===== config.mk =====
export PLATFORM = sky130hd
export DESIGN_NAME = fmrv32im_periph_bridge_flat
export DESIGN_NICKNAME = d
export VERILOG_FILES = /design/src/rtl/fmrv32im_periph_bridge_pkg.sv /design/src/rtl/fmrv32im_periph_bridge_if.sv /design/src/rtl/fmrv32im_periph_bridge_byte_merge.sv /design/src/rtl/fmrv32im_periph_bridge.sv /design/src/flat_wrapper.sv
export SDC_FILE = /design/constraint.sdc
export NUM_CORES = 1
export LEC_CHECK = 0
export CAP_MARGIN = 20
export CORE_MARGIN = 5
export CORE_UTILIZATION = 39
export CTS_CLUSTER_SIZE = 40
export DETAILED_ROUTE_END_ITERATION = 16
export PLACE_DENSITY = 0.8
export SLEW_MARGIN = 5
export SYNTH_ARGS = -nofsm -noshare
export SYNTH_HDL_FRONTEND = slang
export SYNTH_HIERARCHICAL = 1
export SYNTH_SLANG_ARGS = --single-unit

===== constraint.sdc =====
create_clock -name CLK -period 1.99 [get_ports CLK]
set_input_delay 0.398 -clock CLK [delete_from_list [all_inputs] [get_ports CLK]]
set_output_delay 0.398 -clock CLK [all_outputs]
set_load 0.01 [all_outputs]

===== src/rtl/fmrv32im_periph_bridge_pkg.sv =====
// Shared definitions for the fmrv32im peripheral register bus bridge:
// bus geometry, address-field positions, FSM state encoding, the latched
// request record and the byte-strobe mask helper.
package fmrv32im_periph_bridge_pkg;

  localparam int unsigned DATA_W   = 32;
  localparam int unsigned ADDR_W   = 32;
  localparam int unsigned STRB_W   = DATA_W / 8;

  // Address fields: [31:12] window, [11:8] slot, [5:2] word index
  localparam int unsigned DEC_LSB  = 12;
  localparam int unsigned SLOT_LSB = 8;
  localparam int unsigned SLOT_W   = 4;
  localparam int unsigned IDX_LSB  = 2;
  localparam int unsigned IDX_W    = 4;

  typedef enum logic [1:0] {
    ST_IDLE = 2'd0,
    ST_RD   = 2'd1,
    ST_WR   = 2'd2,
    ST_RESP = 2'd3
  } state_e;

  // Request captured on acceptance; held for the whole transaction
  typedef struct packed {
    logic [IDX_W-1:0]  idx;
    logic [SLOT_W-1:0] slot;
    logic              hit;
    logic [STRB_W-1:0] wstb;
    logic [DATA_W-1:0] wdata;
  } req_t;

  // Expand byte strobes into a per-bit lane mask
  function automatic logic [DATA_W-1:0] strb_mask(input logic [STRB_W-1:0] wstb);
    logic [DATA_W-1:0] mask;
    mask = '0;
    for (int unsigned i = 0; i < STRB_W; i++) begin
      mask[i*8 +: 8] = {8{wstb[i]}};
    end
    return mask;
  endfunction

endpackage


===== src/rtl/fmrv32im_periph_bridge_if.sv =====
// Bundle of the CPU data-port handshake and the peripheral register bus.
//   master : the bridge (accepts CPU requests, drives the register bus)
//   slave  : the environment (CPU side drives the request, slaves drive read data)
// Signals:
//   mem_ena/mem_wstb/mem_addr/mem_wdata  CPU request (held until mem_wait=0)
//   mem_wait/mem_rdata/bus_err           CPU response
//   bus_we/bus_addr/bus_wdata            register bus command, one strobe per slot
//   bus_rdata                            per-slot read data, slot k on [32k+31:32k]
interface fmrv32im_periph_bridge_if #(
  parameter int unsigned NSLOTS = 4
);
  import fmrv32im_periph_bridge_pkg::*;

  logic                     mem_ena;
  logic [STRB_W-1:0]        mem_wstb;
  logic [ADDR_W-1:0]        mem_addr;
  logic [DATA_W-1:0]        mem_wdata;
  logic                     mem_wait;
  logic [DATA_W-1:0]        mem_rdata;
  logic                     bus_err;

  logic [NSLOTS-1:0]        bus_we;
  logic [IDX_W-1:0]         bus_addr;
  logic [DATA_W-1:0]        bus_wdata;
  logic [DATA_W*NSLOTS-1:0] bus_rdata;

  modport master (
    input  mem_ena, mem_wstb, mem_addr, mem_wdata, bus_rdata,
    output mem_wait, mem_rdata, bus_err, bus_we, bus_addr, bus_wdata
  );

  modport slave (
    output mem_ena, mem_wstb, mem_addr, mem_wdata, bus_rdata,
    input  mem_wait, mem_rdata, bus_err, bus_we, bus_addr, bus_wdata
  );

endinterface


===== src/rtl/fmrv32im_periph_bridge_byte_merge.sv =====
// Byte-lane merge for read-modify-write: lanes with a set strobe come from
// new_word, the rest from old_word. Purely combinational.
//   old_word  in   32  current register contents
//   new_word  in   32  write data, lanes aligned to strobes
//   wstb      in   4   byte strobes
//   merged_c  out  32  merged word
module fmrv32im_periph_bridge_byte_merge
  import fmrv32im_periph_bridge_pkg::*;
(
  input  logic [DATA_W-1:0] old_word,
  input  logic [DATA_W-1:0] new_word,
  input  logic [STRB_W-1:0] wstb,
  output logic [DATA_W-1:0] merged_c
);

  logic [DATA_W-1:0] mask_c;

  always_comb begin
    mask_c   = strb_mask(wstb);
    merged_c = (old_word & ~mask_c) | (new_word & mask_c);
  end

endmodule


===== src/rtl/fmrv32im_periph_bridge.sv =====
// Initiator side of the peripheral register bus. Turns CPU data-port
// requests into single-cycle word accesses to NSLOTS slaves; sub-word
// writes are done as read-modify-write so slaves only ever see full words.
//   CLK    in  1  clock, all state on posedge
//   RST_N  in  1  synchronous reset, active low
//   bus    master modport of fmrv32im_periph_bridge_if (CPU port + register bus)
// Transaction flow: IDLE (accept) -> [RD] -> [WR] -> RESP -> IDLE.
module fmrv32im_periph_bridge
  import fmrv32im_periph_bridge_pkg::*;
#(
  parameter logic [ADDR_W-1:0] BASE_ADDR = 32'h8000_0000,
  parameter int unsigned       NSLOTS    = 4
) (
  input  logic                          CLK,
  input  logic                          RST_N,
  fmrv32im_periph_bridge_if.master      bus
);

  state_e            state_q;
  req_t              req_q;
  req_t              req_c;
  logic [DATA_W-1:0] rd_mux_c;
  logic [DATA_W-1:0] merged_c;

  // Address bits that carry no meaning: byte offset and the aliased [7:6]
  logic unused_addr_bits;
  assign unused_addr_bits = &{1'b0, bus.mem_addr[IDX_LSB-1:0],
                              bus.mem_addr[SLOT_LSB-1:IDX_LSB+IDX_W]};

  // One-hot slot strobe, all-zero on a decode miss
  function automatic logic [NSLOTS-1:0] slot_we(input logic hit,
                                                input logic [SLOT_W-1:0] slot);
    logic [NSLOTS-1:0] we;
    we = '0;
    for (int unsigned k = 0; k < NSLOTS; k++) begin
      we[k] = hit && (slot == SLOT_W'(k));
    end
    return we;
  endfunction

  // Decode the incoming request; a hit needs the window and an existing slot
  always_comb begin
    req_c.idx   = bus.mem_addr[IDX_LSB +: IDX_W];
    req_c.slot  = bus.mem_addr[SLOT_LSB +: SLOT_W];
    req_c.hit   = (bus.mem_addr[ADDR_W-1:DEC_LSB] == BASE_ADDR[ADDR_W-1:DEC_LSB]) &&
                  (32'(bus.mem_addr[SLOT_LSB +: SLOT_W]) < NSLOTS);
    req_c.wstb  = bus.mem_wstb;
    req_c.wdata = bus.mem_wdata;
  end

  // Read-data mux for the latched slot; a miss reads as zero
  always_comb begin
    rd_mux_c = '0;
    for (int unsigned k = 0; k < NSLOTS; k++) begin
      if (req_q.hit && (req_q.slot == SLOT_W'(k))) begin
        rd_mux_c = bus.bus_rdata[k*DATA_W +: DATA_W];
      end
    end
  end

  // Merge uses the slave value seen during RD, not a later one
  fmrv32im_periph_bridge_byte_merge u_merge (
    .old_word (rd_mux_c),
    .new_word (req_q.wdata),
    .wstb     (req_q.wstb),
    .merged_c (merged_c)
  );

  // Stall until the response cycle; only meaningful while a request is presented
  assign bus.mem_wait = bus.mem_ena && (state_q != ST_RESP);

  // Transaction FSM with registered bus and response outputs
  always_ff @(posedge CLK) begin
    if (!RST_N) begin
      state_q       <= ST_IDLE;
      req_q         <= '0;
      bus.bus_we    <= '0;
      bus.bus_addr  <= '0;
      bus.bus_wdata <= '0;
      bus.mem_rdata <= '0;
      bus.bus_err   <= 1'b0;
    end else begin
      case (state_q)
        ST_IDLE: begin
          if (bus.mem_ena) begin
            req_q         <= req_c;
            bus.bus_addr  <= req_c.idx;
            bus.bus_wdata <= req_c.wdata;
            if (req_c.wstb == '1) begin
              // Full-word write needs no read phase
              bus.bus_we <= slot_we(req_c.hit, req_c.slot);
              state_q    <= ST_WR;
            end else begin
              state_q    <= ST_RD;
            end
          end
        end

        ST_RD: begin
          if (req_q.wstb == '0) begin
            bus.mem_rdata <= rd_mux_c;
            bus.bus_err   <= !req_q.hit;
            state_q       <= ST_RESP;
          end else begin
            bus.bus_wdata <= merged_c;
            bus.bus_we    <= slot_we(req_q.hit, req_q.slot);
            state_q       <= ST_WR;
          end
        end

        ST_WR: begin
          bus.bus_we    <= '0;
          bus.mem_rdata <= '0;
          bus.bus_err   <= !req_q.hit;
          state_q       <= ST_RESP;
        end

        ST_RESP: begin
          bus.bus_addr  <= '0;
          bus.bus_wdata <= '0;
          bus.mem_rdata <= '0;
          bus.bus_err   <= 1'b0;
          state_q       <= ST_IDLE;
        end

        default: begin
          bus.bus_we <= '0;
          state_q    <= ST_IDLE;
        end
      endcase
    end
  end

endmodule


===== src/flat_wrapper.sv =====
// flat-port wrapper written by rule: the top's interface ports become plain ports
module fmrv32im_periph_bridge_flat import fmrv32im_periph_bridge_pkg::*;
#(
  parameter logic [ADDR_W-1:0] BASE_ADDR = 32'h8000_0000,
  parameter int unsigned       NSLOTS    = 4
)
  (CLK, RST_N, bus_mem_ena, bus_mem_wstb, bus_mem_addr, bus_mem_wdata, bus_bus_rdata, bus_mem_wait, bus_mem_rdata, bus_bus_err, bus_bus_we, bus_bus_addr, bus_bus_wdata);
  fmrv32im_periph_bridge_if #(.NSLOTS(NSLOTS)) bus_i ();
  input  logic CLK;
  input  logic RST_N;
  input wire logic [$bits(bus_i.mem_ena)-1:0] bus_mem_ena;
  input wire logic [$bits(bus_i.mem_wstb)-1:0] bus_mem_wstb;
  input wire logic [$bits(bus_i.mem_addr)-1:0] bus_mem_addr;
  input wire logic [$bits(bus_i.mem_wdata)-1:0] bus_mem_wdata;
  input wire logic [$bits(bus_i.bus_rdata)-1:0] bus_bus_rdata;
  output wire logic [$bits(bus_i.mem_wait)-1:0] bus_mem_wait;
  output wire logic [$bits(bus_i.mem_rdata)-1:0] bus_mem_rdata;
  output wire logic [$bits(bus_i.bus_err)-1:0] bus_bus_err;
  output wire logic [$bits(bus_i.bus_we)-1:0] bus_bus_we;
  output wire logic [$bits(bus_i.bus_addr)-1:0] bus_bus_addr;
  output wire logic [$bits(bus_i.bus_wdata)-1:0] bus_bus_wdata;
  assign bus_i.mem_ena = bus_mem_ena;
  assign bus_i.mem_wstb = bus_mem_wstb;
  assign bus_i.mem_addr = bus_mem_addr;
  assign bus_i.mem_wdata = bus_mem_wdata;
  assign bus_i.bus_rdata = bus_bus_rdata;
  assign bus_mem_wait = bus_i.mem_wait;
  assign bus_mem_rdata = bus_i.mem_rdata;
  assign bus_bus_err = bus_i.bus_err;
  assign bus_bus_we = bus_i.bus_we;
  assign bus_bus_addr = bus_i.bus_addr;
  assign bus_bus_wdata = bus_i.bus_wdata;
  fmrv32im_periph_bridge #(.BASE_ADDR(BASE_ADDR), .NSLOTS(NSLOTS)) u_core (.CLK(CLK), .RST_N(RST_N), .bus(bus_i));
endmodule

**After elaboration in Yosys (flattened, before gate mapping)**

Cells that the tools add are included.

- Register bits after elaboration: 116
- Input bits: 199

- Order comparisons: 1
- Eq/ne operators: 16
- Muxes and demuxes: 21
- Bitwise logic cells: 4
- Reduce and logical (&&, ||, !) cells: 27

Operators by type and width:

| operator | count |
|---|---|
| $mux W32 | 7 |
| $pmux W32 S3 | 1 |
| $and A32 B32 Y32 | 2 |
| $pmux W32 S2 | 1 |
| $not A32 Y32 | 1 |
| $or A32 B32 Y32 | 1 |
| $eq A20 B20 Y1 const B | 1 |
| $eq A4 B2 Y1 const B | 4 |
| $mux W4 | 4 |
| $logic_not A4 Y1 | 3 |
| $pmux W4 S3 | 1 |
| $logic_and A1 B1 Y1 | 10 |
| $reduce_bool A3 Y1 | 3 |
| $eq A4 B1 Y1 const B | 2 |
| $pmux W2 S4 | 1 |
| $pmux W4 S2 | 1 |
| $reduce_and A2 Y1 | 4 |
| $ne A2 B2 Y1 const B | 3 |
| $eq A2 B2 Y1 const B | 2 |
| $eq A4 B4 Y1 const B | 1 |
| $lt A4 B3 Y1 const B | 1 |
| $mux W2 | 2 |
| $ne A2 B1 Y1 const B | 2 |
| $reduce_and A4 Y1 | 1 |
| 8 further kinds | 10 |

**Longest topological paths before layout**

- Depth after elaboration: 10
- Gate-level depth with buffers: 7
- Gate-level depth less buffers: 6

**Cells and area by module**

The synthesis kept the hierarchy.

Modules (own cells, without submodules):

| module | times used | cells an instance | area each (um^2) | seq. area each (um^2) |
|---|---|---|---|---|
| fmrv32im_periph_bridge | 1 | 600 | 5680.4 | 2322.2 |
| fmrv32im_periph_bridge_byte_merge | 1 | 36 | 525.5 | 0.0 |

**Worst setup path before layout**

OpenSTA, ideal clock, no wires.

- Path kind: reg-to-reg
- Start point: register u_core/req_q[37] (netlist name)
- End point: register u_core.bus.bus_wdata[19]
- Arrival: 1.742 ns
- Data required time: 1.853 ns
- Path slack: 0.111 ns
- Cell stages (with the launch flop): 8
- Buffers on the path: 2
- Period minus slack after synthesis: 1.879 ns
- Path through: dfxtp_1 -> buf_6 -> buf_4 -> mux4_2 -> nor2b_1 -> mux2_4 -> a21oi_1 -> a211oi_1

- Cells in the longest elaborated chain, start to end: 10
- Elaborated cells between the ends (all ways): 16

Ends and longest elaborated chain:

| what | line | source |
|---|---|---|
| start, declared | fmrv32im_periph_bridge.sv:20 | `req_t req_q;` |
| start signal, assigned | fmrv32im_periph_bridge.sv:86 | `req_q <= req_c;` |
| $logic_not A4 Y1 | fmrv32im_periph_bridge.sv:55 | `if (req_q.hit && (req_q.slot == SLOT_W'(k))) begin` |
| $logic_and A1 B1 Y1 | fmrv32im_periph_bridge.sv:55 |  |
| $mux W32 (3 in series) | fmrv32im_periph_bridge.sv:55 |  |
| $mux W32 (*) | fmrv32im_periph_bridge.sv:55 |  |
| named net u_core.rd_mux_c[19] | fmrv32im_periph_bridge.sv:22 | `logic [DATA_W-1:0] rd_mux_c;` |
| $and A32 B32 Y32 (*) | fmrv32im_periph_bridge_byte_merge.sv:20 | `merged_c = (old_word & ~mask_c) \| (new_word & mask_c);` |
| $or A32 B32 Y32 (*) | fmrv32im_periph_bridge_byte_merge.sv:20 |  |
| named net u_core.merged_c[19] | fmrv32im_periph_bridge.sv:23 | `logic [DATA_W-1:0] merged_c;` |
| $mux W32 (*) | fmrv32im_periph_bridge.sv:100 | `if (req_q.wstb == '0) begin` |
| $pmux W32 S3 (*) | fmrv32im_periph_bridge.sv:83 | `case (state_q)` |
| end signal, assigned | fmrv32im_periph_bridge.sv:88 | `bus.bus_wdata <= req_c.wdata;` |
| end signal, assigned | fmrv32im_periph_bridge.sv:105 | `bus.bus_wdata <= merged_c;` |
| end, declared | fmrv32im_periph_bridge_if.sv:29 | `output mem_wait, mem_rdata, bus_err, bus_we, bus_addr, bus_wdata` |

Mark *: on every way through the listed nets, which the timed path passes. The rest lies on a longest branch. The select of a mux whose other input is x is not followed.
A chain may end at the register's enable or synchronous reset.

**Worst setup path after layout**

- Start point: register u_core/req_q[37] (netlist name)
- End point: register u_core.bus.bus_wdata[13]

Same word-level chain as after synthesis.

==> impl_results.md <==
* Outcome: completed
* Largest net degree at the start of global routing at 61
* Antenna violations before repair at 0
* Metal2 WL at 11.04 mm
* DP Worst Slack at -139.7 ps
* Most used DFF post-synth: dfxtp_1
* Fill cells at 1,323
* Asr flop ratio synth at 0%
* M1 WL at 8.933 mm
* Drt drc at 0
* Final net count at 1,120
* Area of the core at 15,770 µm²
* PnR worst setup slack at 54.39 ps
* Sequential area share after synthesis at 37.42%
* Min Hold Slack at 454.0 ps
* # placed instances at 1,106
* R2r worst-path depth at 6
* Syn nets at 841
* Cells along the critical path: buf_12 -> mux4_2 -> nor2b_1 -> mux2_4 -> a21oi_2 -> a211oi_1
* CP delay by family, top: multiplexers
* GRT Total Usage at 22.25%
* Data required, critical path at 2250 ps
* Die Ht at 136.1 µm
* Final critical-path share of the clock period at 97.27%
* HPWL after detailed placement at 15.51 mm
* Sequential power share at 29.9%
* Internal power at 6.590 mW
* Rel. slew slack at 55.43%
* H-tree levels at 4
* Final setup fails at 0
* Power share of the clock group at 29.2%
* #FFs+latches synth at 116
* Final antenna-violating net count at 0
* RePlAce Congestion at 0.7954
* R2R Path End: u_core/bus.bus_wdata[13]
* Drt via density at 5.411
* Share of post-route cells with drive strength above 1 at 19.07%
* Sw frac at 33.92%
* Initial DRC Count at 352
* Clk pin slew, worst setup/hold paths at 50 ps
* Initial Util at 39.35%
* Setup CP Type: reg2reg
* Row Count at 46
* Ports at 273
* DR top layer: met4
* Sw power at 3.383 mW
* Root buf cell: clkbuf_16
* Synth warn at 6
* P per Cell Area at 994.6 nW/µm²
* Fmax at 516.6 MHz
* Die X at 136.1 µm
* Yosys cell types at 42
* First-pass DRT Iterations at 5
* Combinational Power Share at 40.9%
* Maximum clock path buffer count at 2
* Clock Sink Count at 116
* Total CTS buffers at 17
* Synthesis-to-layout area growth at 61.57%
* Met3 WL at 1.729 mm
* WL per Instance at 19.31 µm
* Crit path to: u_core/bus.bus_wdata[13]
* Mapped Cells at 636
* Crit path from: u_core/req_q[37]
* Worst path bufs/invs at 1
* Crit-path max cell delay at 520 ps
* Layout Skew at 13.88 ps
* Buffers on Ports at 268
* Maximum VDD drop at 649.9 µV
* Crit. End Element: flop
* DR vias at 6,190
* Gr ovfl total at 0
* CP Depth at 6
* Routed WL at 22.09 mm
* Syn Area/Cell at 9.758 µm²
* R2R Setup Slk at 50 ps
* Final non-filler cell total at 1,144
* R2R Path Start: u_core/req_q[37]
* Max-slew violation count at 0
* P_leak at 3.600 nW
* Worst-path maximum fanout at 13
* Hold Crit Class: reg2reg
* RSZ-0062 raised after global routing: true
* Final Instance Area at 10,030 µm²
* CP startpoint kind: flop
* Maximum capacitance violations at 0
* Vias in the first global route at 6,316
* EDFF count, synth at 0
* Dpl cell area at 9311 µm²
* Die ar. at 18,540 µm²
* Final Power at 9.973 mW
* First-pass GRT wire length at 31.98 mm
* CTS tree: yes
* Diodes inserted at 0
* Worst-Skew Late Latency at 410 ps
* Final count of hold timing violations at 0
* Slowest CP cell: mux4_2
* Synthesized cell area at 6206 µm²
* Slew at the pin closest to its max-slew limit at 668.6 ps
* Worst EP arrival at 2190 ps
* Tmin final at 1936 ps
==> tightest hold or removal path: cells and delay by family, from the launching register on <==
kind / cells / cell delay, ps
flip-flops: 1 / 300
AO/OA/AOI/OAI: 1 / 50
AND/OR/NAND/NOR: 1 / 50
==> layout make-up <==
| class | count | area (µm²) | share of cell area [%] |
|---|---|---|---|
| repair buffers | 320 | 3212 | 32.03 |
| well taps | 216 | 270.3 | 2.695 |
| inverters | 6 | 22.52 | 0.2246 |
| flip-flops and latches | 116 | 2327 | 23.21 |
| clock inverters | 8 | 75.07 | 0.7487 |
| clock buffers | 24 | 491.7 | 4.904 |
| multi-input cells | 454 | 3628 | 36.19 |
==> placed cells by master (no fill, tap or decap), types with 2 or more instances in the layout <==
cell	Yosys	final
buf_12	0	8
nor2_1	42	42
nor2_4	0	2
a21oi_2	1	16
buf_4	1	39
mux2_4	32	32
a32o_1	32	32
clkinvlp_4	0	4
buf_6	10	2
clkbuf_1	26	3
ha_1	6	4
a21oi_1	79	64
mux4_2	32	32
nand2_1	86	85
dfxtp_1	116	114
inv_1	6	5
ha_2	0	2
nand4_1	4	4
nor4_1	3	3
a22oi_1	3	3
clkbuf_8	0	4
nor3b_1	33	33
a211oi_1	42	42
nand4b_1	2	2
clkbuf_16	0	19
clkinv_2	0	3
nor4_4	1	2
nor3_1	4	4
clkdlybuf4s50_1	0	267
nor2b_1	33	32
or4_1	2	2
==> routing by layer <==
layer / track usage [%] / up-vias
li1: - / 2907
met1: 26.48 / 3009
met2: 38.33 / 241
met3: 6.440 / 33
met4: 7.671 / 0
met5: 0 / -
==> sequential cells by signal (all words and copies together) (netlist names) <==
register	cells
u_core/bus.bus_wdata	32
u_core/req_q	41
u_core/bus.bus_addr	4
u_core/state_q	2
u_core/bus.mem_rdata	32
u_core/bus.bus_we	4
u_core/bus.bus_err	1
==> cells by family after synthesis <==
kind of cell / Yosys count / synth area share (%)
and+or+nand+nor: 218 / 18.08
AOI/OAI and AO/OA: 164 / 18.17
DFF: 116 / 37.42
buffers and inverters: 67 / 5.605
muxes: 65 / 19.52
adders and majority gates: 6 / 1.210
==> worst min-delay path by stage <==
stage	startpoint	endpoint	cells after the start
after global routing	u_core/req_q[39]	u_core/req_q[39]	2
after floorplan	u_core/req_q[40]	u_core/req_q[40]	2
after CTS	u_core/req_q[39]	u_core/req_q[39]	2
after global placement	u_core/req_q[24]	u_core/req_q[24]	2
final	u_core/req_q[17]	u_core/req_q[17]	2
after detailed placement	u_core/req_q[39]	u_core/req_q[39]	2
==> power by group through the flow <==
stage,Clock (mW),Combinational [mW],Sequential [mW]
floorplan,0,1.97,3.13
global placement,0,3.72,3.00
detailed placement,0,3.78,3.02
CTS,2.94,3.81,2.98
global route,3.05,4.38,3.04
finish,2.91,4.08,2.98
==> repair_timing <==
| action | CTS | global route |
|---|---|---|
| hold buffers | 0 | 0 |
| endpoints found under the hold margin | 0 | 0 |
| pin swaps | 0 | 1 |
| gates resized for setup | 1 | 20 |
| buffers inserted | 0 | 2 |
| setup endpoints to repair | 1 | 60 |
| cloned | 0 | 4 |
==> stage by stage <==
stage	util [%]	setup TNS, ps
after global routing	63.58	-51.12
after global placement	59.04	-2765
after CTS	62.63	0
final	63.58	0
after floorplan	-	0
after detailed placement	59.04	-3505
==> cell usage after synthesis, types with 2 or more instances <==
master	count	area, µm²
dfxtp_1	116	2322
nor3_1	4	20.02
a21oi_1	79	395.4
nor3b_1	33	247.7
buf_6	10	112.6
nor4_1	3	18.77
mux4_2	32	720.7
a22oi_1	3	22.52
a32o_1	32	320.3
or4_1	2	15.01
nand4_1	4	25.02
nand4b_1	2	17.52
buf_1	10	37.54
inv_1	6	22.52
buf_2	13	65.06
nor2b_1	33	206.5
nand2_1	86	322.8
clkbuf_1	26	97.59
a211oi_1	42	315.3
nor2_1	42	157.7
mux2_4	32	480.5
ha_1	6	75.07
(Power assumes the default switching activity.)
